==> src/rtl/alu_control_if.sv <==
// alu_control_if: decoder bus; master drives funct/ALUOp and reads saida/illegal, slave (decoder) does the reverse
interface alu_control_if;
  logic [5:0] funct;
  logic [1:0] ALUOp;
  logic [2:0] saida;
  logic       illegal;
  modport master(output funct, ALUOp, input saida, illegal);
  modport slave(input funct, ALUOp, output saida, illegal);
endinterface

==> src/rtl/alu_control.sv <==
// alu_control: registered ALU select decoder; clock/reset (sync, active-high), bus.funct/ALUOp in, bus.saida/illegal out one cycle later
module alu_control #(
  parameter logic [2:0] DEFAULT_OP = 3'b010
) (
  input  logic         clock,
  input  logic         reset,
  alu_control_if.slave bus
);
  logic [2:0] saida_d, saida_q;
  logic       illegal_d, illegal_q;
  always_comb begin
    saida_d   = DEFAULT_OP;
    illegal_d = 1'b0;
    case (bus.ALUOp)
      2'b00: saida_d = 3'b010;
      2'b01: saida_d = 3'b110;
      2'b11: saida_d = 3'b001;
      2'b10:
        case (bus.funct)
          6'b100000: saida_d = 3'b010;
          6'b100010: saida_d = 3'b110;
          6'b100100: saida_d = 3'b000;
          6'b100101: saida_d = 3'b001;
          6'b101010: saida_d = 3'b111;
          default:   illegal_d = 1'b1;
        endcase
      default: ;
    endcase
  end
  always_ff @(posedge clock) begin
    if (reset) begin
      saida_q   <= DEFAULT_OP;
      illegal_q <= 1'b0;
    end else begin
      saida_q   <= saida_d;
      illegal_q <= illegal_d;
    end
  end
  assign bus.saida   = saida_q;
  assign bus.illegal = illegal_q;
endmodule

==> src/flat_wrapper.sv <==
// flat-port wrapper written by rule: the top's interface ports become plain ports
module alu_control_flat 
#(
  parameter logic [2:0] DEFAULT_OP = 3'b010
)
  (clock, reset, bus_funct, bus_ALUOp, bus_saida, bus_illegal);
  alu_control_if bus_i ();
  input  logic clock;
  input  logic reset;
  input wire logic [$bits(bus_i.funct)-1:0] bus_funct;
  input wire logic [$bits(bus_i.ALUOp)-1:0] bus_ALUOp;
  output wire logic [$bits(bus_i.saida)-1:0] bus_saida;
  output wire logic [$bits(bus_i.illegal)-1:0] bus_illegal;
  assign bus_i.funct = bus_funct;
  assign bus_i.ALUOp = bus_ALUOp;
  assign bus_saida = bus_i.saida;
  assign bus_illegal = bus_i.illegal;
  alu_control #(.DEFAULT_OP(DEFAULT_OP)) u_core (.clock(clock), .reset(reset), .bus(bus_i));
endmodule
==> config.mk <==
export PLATFORM = sky130hd
export DESIGN_NAME = alu_control_flat
export DESIGN_NICKNAME = d
export VERILOG_FILES = /design/src/rtl/alu_control_if.sv /design/src/rtl/alu_control.sv /design/src/flat_wrapper.sv
export SDC_FILE = /design/constraint.sdc
export NUM_CORES = 1
export LEC_CHECK = 0
export CAP_MARGIN = 20
export CORE_AREA = 2 2 39 41
export CTS_BUF_LIST = sky130_fd_sc_hd__clkbuf_4 sky130_fd_sc_hd__clkbuf_8
export DETAILED_ROUTE_END_ITERATION = 8
export DIE_AREA = 0 0 41 43
export PLACE_DENSITY = 0.39
export SYNTH_ARGS = -nofsm -noshare
export SYNTH_HDL_FRONTEND = slang
export SYNTH_SLANG_ARGS = --single-unit
export TNS_END_PERCENT = 30
==> constraint.sdc <==
create_clock -name clock -period 2.5 [get_ports clock]
set_clock_uncertainty 0.05 [all_clocks]
set_input_delay 0.25 -clock clock [delete_from_list [all_inputs] [get_ports clock]]
set_output_delay 0.25 -clock clock [all_outputs]
set_load 0.1 [all_outputs]
* Yosys cells after proc, flatten, opt, wreduce, memory -nomap -nowiden
Index checks and enable logic that the tools add are counted.
** Operators by class
- Equal/unequal tests :: 8
- Mux-type cells :: 3
- Bitwise logic cells :: 1
- Reduce and logical (&&, ||, !) cells :: 3
** Operators by type and width (count)
- equality test 6 bit (second input constant) :: 5
- one-hot mux 3 bit (4 select lines) :: 2
- OR reduction 5 bit :: 1
- equality test 2 bit (second input constant) :: 2
- equality test 2 x 1 -> 1 bit (second input constant) :: 1
- zero test 2 bit :: 1
- OR reduction 2 bit :: 1
- two-way mux 1 bit :: 1
- inverter 1 bit :: 1
** Word-level totals
- Register bits :: 4
- Input bits :: 10
- Output and inout bits :: 4

* Longest topological paths before layout
Gate-level depths: netlist (run 1).
- Depth in word-level cells :: 3
- Gate-level depth with buffers :: 3
- Depth with buffers taken out :: 3

* Least setup slack after synthesis (run 1)
Ideal clock, no wire load.
- Path type :: register to output
- Start point :: register u_core.illegal_q, in the netlist u_core.bus.illegal
- End point :: output bus_illegal
- Arrival time :: 0.909 ns
- Required time :: 2.200 ns
- Setup slack :: 1.291 ns
- Stages on the path, launching flop included :: 1
- Path buffers :: 0
- Path through :: dfxtp_1
** RTL lines
- from (decl) :: RTL line alu_control.sv:10 : logic illegal_d, illegal_q;
- from (signal assigned) :: RTL line alu_control.sv:36 : illegal_q <= illegal_d;
- to (decl) :: RTL line flat_wrapper.sv:13 : output wire logic [$bits(bus_i.illegal)-1:0] bus_illegal;
No word-level cell between the ends.

* Worst setup path after layout (run 1)
- Start point :: input bus_ALUOp[0]
- End point :: register u_core.saida_q[2], in the netlist u_core.bus.saida[2]
** On the way
- Cells in the longest elaborated chain, start to end :: 2
- Elaborated cells on any way between the ends :: 5
- Those cells by class :: 3 x eq/ne; 1 x mux; 1 x reduce/logical
** RTL lines
- from (decl) :: RTL line flat_wrapper.sv:11 : input wire logic [$bits(bus_i.ALUOp)-1:0] bus_ALUOp;
- equality test 2 bit, or another cell as far along :: RTL line alu_control.sv:14 : case (bus.ALUOp)
- one-hot mux 3 bit (4 select lines) * :: RTL line alu_control.sv:14
- to (signal assigned) :: RTL line alu_control.sv:35 : saida_q <= saida_d;
- to (decl) :: RTL line alu_control.sv:9 : logic [2:0] saida_d, saida_q;
Mark *: on every way between the ends. The rest lies on a longest branch, timed or not.
A chain may end at the register's enable or synchronous reset.

==> metrics.md, run 1 <==
| Metric | Value |
|---|---|
| WP data required | 2610 ps |
| Worst slew margin | 73.7% |
| Post-synthesis cell count | 18 |
| FF+latch count, synth | 4 |
| Setup-failing EPs final | 0 |
| Fin util | 25.9% |
| Global-route usage over all layers | 7.21% |
| Final Hold Viols | 0 |
| Synth top area share | 41.0% |
| IO Port Bufs | 13 |
| Static leakage | 0.000129 uW |
| Min Tclk post-route | 1250 ps |
| Syn_nets | 28 |
| Total wire length | 462 um |
| Final Max Tran Viols | 0 |
| Diode count | 0 |
| RSZ-0062 raised after global routing | false |
| Max Clk Rate | 0.799 GHz |
| Period utilisation layout | 50.1% |
| Min-Delay Path Class | in2reg |
| Final #Nets | 46 |
| Hold endpoint | u_core.bus.saida[2] |
| CTS Buffer Depth | 2 |
| Layout cells sized above 1 | 26.5% |
| Detailed Route Iter0 Violations | 4 |
| Setup TNS | 0 ps |
| Post-route ant nets | 0 |
| Post-cts sizing count | 0 |
| Die ar. | 1760 um^2 |
| Largest net degree at the start of global routing | 6 |
| GPL Wtd Cong | 0.718 |
| Vias per inst | 4.18 |
| Initial antenna violation count | 0 |
| Area contributors post-synth | dfxtp_1 (41%), nand4bb_1 (17%), nand2b_1 (6.4%) |
| GR Overflow Total | 0 |
| Worst vdd ir | 0.000124 V |
| Vias in the first global route | 212 |
| Synth warnings | 0 |
| CP Capture Type | flop |
| Core area | 1380 um^2 |
| Drt pass-1 iters | 2 |
| Leading area contributor after synthesis | dfxtp_1 |
| Max-cap violations | 0 |
| Max FO, Critical Path | 5 |
| Netlist cell types | 12 |
| Kind of critical path | in2reg |
| TritonCTS clock tree | yes |
| Clk root buf | clkbuf_4 |
| Io pins | 14 |
| CTS H-Tree Depth | 1 |
| Post-synthesis sequential area ratio | 41.0% |
| Vias | 209 |
| Tightest Pin Transition | 384 ps |
| Post-Synthesis Cell Area | 195 um^2 |
| TritonCTS buffer count | 3 |
| Hold Buf Count CTS | 0 |
| Clock Sinks | 4 |
| Horiz. Die Dim | 41 um |
| WL/cell | 9.24 um |
| Status | finished clean |
| Residual DRC | 0 |
| Avg Inst Size Synth | 10.8 um^2 |
| Die H | 43 um |
| Row count | 14 |
| Critical path launch point type | input port |
| Area growth syn-to-layout | 83.3% |
| Initial Util | 14.1% |
| Postcts setup bufs | 0 |
| Total of fill cells in the finished design | 154 |
| WHS Path Cells | 2 |
| Detail Placement HPWL | 390 um |
| CTS clk-pin slew, worst paths | 30 ps |
| Critical path data arrival time | 1370 ps |
| PwrDens | 546 nW/um^2 |
| Global-route wire length before repair | 786 um |
| Hold Startpoint | reset |
==> power by group <==
group          total [uW]  internal (uW)  switching [uW]
Sequential           67.6           67.0           0.662
Combinational        50.8           21.4            29.3
Clock                77.1           53.5            23.6
==> sequential cells by signal (all words and copies together) (netlist names) <==
| name | cells |
|---|---|
| u_core.bus.illegal | 1 |
| u_core.bus.saida | 3 |
==> layout make-up <==
type / count / area [um^2] / share of cell area, %
clock buffer: 3 / 22.5 / 6.29
tap: 16 / 20.0 / 5.59
timing repair buffer: 13 / 120 / 33.6
multi-input combinational: 14 / 115 / 32.2
sequential: 4 / 80.1 / 22.4
==> cell usage after synthesis, drive strengths merged <==
master,n
o21bai,1
nor4b,1
or3,1
or2b,1
nand2b,2
a21oi,2
nor4,1
nand4bb,3
dfxtp,4
o21ba,1
a2111oi,1
==> worst max-delay path, stage by stage <==
cell             delay [ps]
clkdlybuf4s50_1         470
nand4bb_1               200
or3_1                   330
a21oi_2                 120
==> layout by cell type, fill, tap and decap left out, drive strengths merged <==
| master | count |
|---|---|
| o21ba | 1 |
| nor4 | 1 |
| buf | 4 |
| or2b | 1 |
| o21bai | 1 |
| dfxtp | 4 |
| nor4b | 1 |
| clkdlybuf4s50 | 9 |
| clkbuf | 3 |
| a21oi | 2 |
| or3 | 1 |
| nand4bb | 3 |
| nand2b | 2 |
| a2111oi | 1 |
==> worst max-delay path by stage <==
stage                                     end          startpoint  slack, ps  cells after the start
after global placement    u_core.bus.saida[2]        bus_ALUOp[0]        970                      4
after detailed placement  u_core.bus.saida[2]        bus_ALUOp[0]       1010                      4
final                     u_core.bus.saida[2]        bus_ALUOp[0]       1250                      4
after CTS                 u_core.bus.saida[2]        bus_ALUOp[0]       1250                      4
after floorplan                   bus_illegal  u_core.bus.illegal       1290                      0
after global routing       u_core.bus.illegal        bus_funct[4]       1080                      4
==> per-stage QoR <==
stage / hold WS [ps] / area, um^2 / power [uW] / worst slack, ps / std cells
global placement: 699 / 335 / 119 / 970 / 47
global route: 563 / 358 / 207 / 1080 / 50
CTS: 540 / 358 / 202 / 1250 / 50
floorplan: 262 / 195 / 96.5 / 1290 / 18
detailed placement: 700 / 335 / 119 / 1010 / 47
finish: 541 / 358 / 195 / 1250 / 50
==> cells by family (layout without fill, tap and decap cells) <==
kind of cell,count (synthesis),count (layout),synth area share (%)
compound gates,5,5,20.5
buf+inv,0,16,0
flops,4,4,41.0
simple gates,9,9,38.5
==> layer usage <==
layer,track usage (%),routed length (um)
met1,7.32,169
met2,9.69,221
met3,1.57,72
met4,10.0,0
met5,0,0
Note: power is estimated with default switching activity, not from simulation.
==> inputs of run 2 (changes only) <==
--- a/config.mk
+++ b/config.mk
@@ -10,7 +10,7 @@
 export CTS_BUF_LIST = sky130_fd_sc_hd__clkbuf_4 sky130_fd_sc_hd__clkbuf_8
 export DETAILED_ROUTE_END_ITERATION = 8
 export DIE_AREA = 0 0 41 43
-export PLACE_DENSITY = 0.39
+export PLACE_DENSITY = 0.4
 export SYNTH_ARGS = -nofsm -noshare
 export SYNTH_HDL_FRONTEND = slang
 export SYNTH_SLANG_ARGS = --single-unit
==> constraint.sdc (replaced) <==
create_clock -name clock -period 1.1 [get_ports clock]
set_clock_uncertainty 0.05 [all_clocks]
set_input_delay 0.11 -clock clock [delete_from_list [all_inputs] [get_ports clock]]
set_output_delay 0.11 -clock clock [all_outputs]
set_load 0.1 [all_outputs]
==> run 2 against run 1 <==
Combinational power rose to 2.8 times the previous value. Sequential power up 130%. Clock power up 130%. Final cell count up 6.0%. Design area up 28%. Die area unchanged. Core utilization up 7.3 points. Power up 140%. Clock-buffer cell count unchanged.
==> metrics.md, run 2 (synthesized netlist as in run 1, its figures left out) <==
| Metric | Value |
|---|---|
| PwrDens | 1040 nW/um^2 (+90%) |
| Tightest Pin Transition | 275 ps (-109 ps) |
| Worst slew margin | 81.4% (+7.7 points) |
| Global-route usage over all layers | 7.01% (-0.19 points) |
| IO Port Bufs | 13 (unchanged) |
| Min-Delay Path Class | in2reg |
| Placed inst area | 408 um^2 (+22%) |
| CTS Buffer Depth | 2 (unchanged) |
| Area growth syn-to-layout | 135% |
| Switch share | 27.4% (+0.035 points) |
| Hold Buf Count CTS | 0 (unchanged) |
| Largest net degree at the start of global routing | 6 (unchanged) |
| CTS H-Tree Depth | 1 (unchanged) |
| GR Overflow Total | 0 (unchanged) |
| Global-route wire length before repair | 786 um (unchanged) |
| Period utilisation layout | 96.1% |
| Drt pass-1 iters | 2 (unchanged) |
| Critical path data arrival time | 1170 ps (-200 ps) |
| Kind of critical path | in2reg |
| Comb power frac | 30.3% (+4.3 points) |
| Final Hold Viols | 0 (unchanged) |
| Residual DRC | 0 (unchanged) |
| Most common cell after layout, fill and taps aside | clkdlybuf4s50_1 |
| Row count | 14 (unchanged) |
| Core area | 1380 um^2 (unchanged) |
| Vias | 215 (+2.9%) |
| Share of power burned in the clock network | 36.7% (-2.7 points) |
| Total wire length | 518 um (+12%) |
| Total power | 476 uW (+140%) |
| Worst vdd ir | 0.000274 V (+120%) |
| Detail Placement HPWL | 396 um (+1.4%) |
| Min Tclk post-route | 1060 ps |
| Hold Startpoint | bus_funct[3] |
| Finished Cell Area | 459 um^2 (+28%) |
| TritonCTS clock tree | yes |
| NetSw | 131 uW (+140%) |
| Total of fill cells in the finished design | 136 (-12%) |
| Horiz. Die Dim | 41 um (unchanged) |
| Setup-failing EPs final | 0 (unchanged) |
| Final Max Tran Viols | 0 (unchanged) |
| Static leakage | 0.000204 uW (+58%) |
| Max Clk Rate | 0.946 GHz |
| Vias per inst | 4.06 (-3.0%) |
| Layout cells sized above 1 | 40.5% (+14 points) |
| Die ar. | 1760 um^2 (unchanged) |
| Diode count | 0 (unchanged) |
| Status | finished clean |
| Postcts setup bufs | 0 (unchanged) |
| Most frequent cells in the layout | clkdlybuf4s50_1 (5), dlymetal6s2s_1 (4), buf_12 (4), dfxtp_1 (4) |
| Vias in the first global route | 205 (-3.3%) |
| Initial Util | 14.1% (unchanged) |
| Final #Nets | 49 (+6.5%) |
| CP startpoint | bus_ALUOp[0] |
| Die H | 43 um (unchanged) |
| Detailed Route Iter0 Violations | 1 (-3) |
| TritonCTS buffer count | 3 (unchanged) |
| Inst Count DP | 50 (+6.4%) |
| Finished Layout Cells | 53 (+6.0%) |
| Max FO, Critical Path | 2 (-3) |
| Io pins | 14 (unchanged) |
| CTS clk-pin slew, worst paths | 30 ps (about the same) |
| Clk root buf | clkbuf_4 |
| CP Capture Type | flop |
| Clock Sinks | 4 (unchanged) |
| WP data required | 1220 ps (-1390 ps) |
| Sequential share of power | 33.0% (-1.6 points) |
| Critical path launch point type | input port |
| P_int | 346 uW (+140%) |
| Max reg flops | 3 (unchanged) |
| Max-cap violations | 0 (unchanged) |
| WL/cell | 9.77 um (+5.8%) |
| Initial antenna violation count | 0 (unchanged) |
| Post-route ant nets | 0 (unchanged) |
| GPL Wtd Cong | 0.676 (-5.9%) |
run 2: final timing paths:
check	endpoint	slack [ps]	depth (start not counted)
worst min-delay path	u_core.bus.saida[1]	220	3
worst max-delay path	u_core.bus.saida[2]	40	4
run 2: what timing repair did:
| action | 4_1_cts | 5_1_grt |
|---|---|---|
| hold endpoints to repair | 0 | 0 |
| resized for setup | 0 | 8 |
| setup endpoints to repair | 0 | 3 |
run 2: power by group through the flow:
stage | Sequential [uW] | Combinational, uW | Clock [uW]
2_1_floorplan | 201 | 18.2 | 0
3_3_place_gp | 159 | 139 | 0
3_5_place_dp | 159 | 139 | 0
4_1_cts | 157 | 139 | 188
5_1_grt | 157 | 152 | 188
6_report | 157 | 144 | 175
run 2: final cells by class:
cell class,count,area [um^2],area share (%)
clock buffer,3,22.5,4.90
sequential,4,80.1,17.4
multi-input combinational,14,134,29.2
tap,16,20.0,4.36
timing repair buffer,16,203,44.1
run 2: routing by layer:
layer  GRT usage [%]  wire length [um]
met4            8.00                 0
met5               0                 0
met1            7.35               209
met2            9.69               249
met3            2.09                60
run 2: through the flow:
stage	hold WS (ps)	setup slack, ps	utilization (%)	TNS, ps
global placement	527	-268	29.5	-736
finish	220	42.4	33.2	0
global route	258	-3.14	33.2	-3.14
CTS	480	1.77	31.1	0
floorplan	122	31.0	-	0
detailed placement	529	-240	29.5	-716
run 2: critical path, stage by stage:
cell,delay (ps)
clkdlybuf4s50_1,430
nand4bb_1,190
or3_4,330
a21oi_2,110
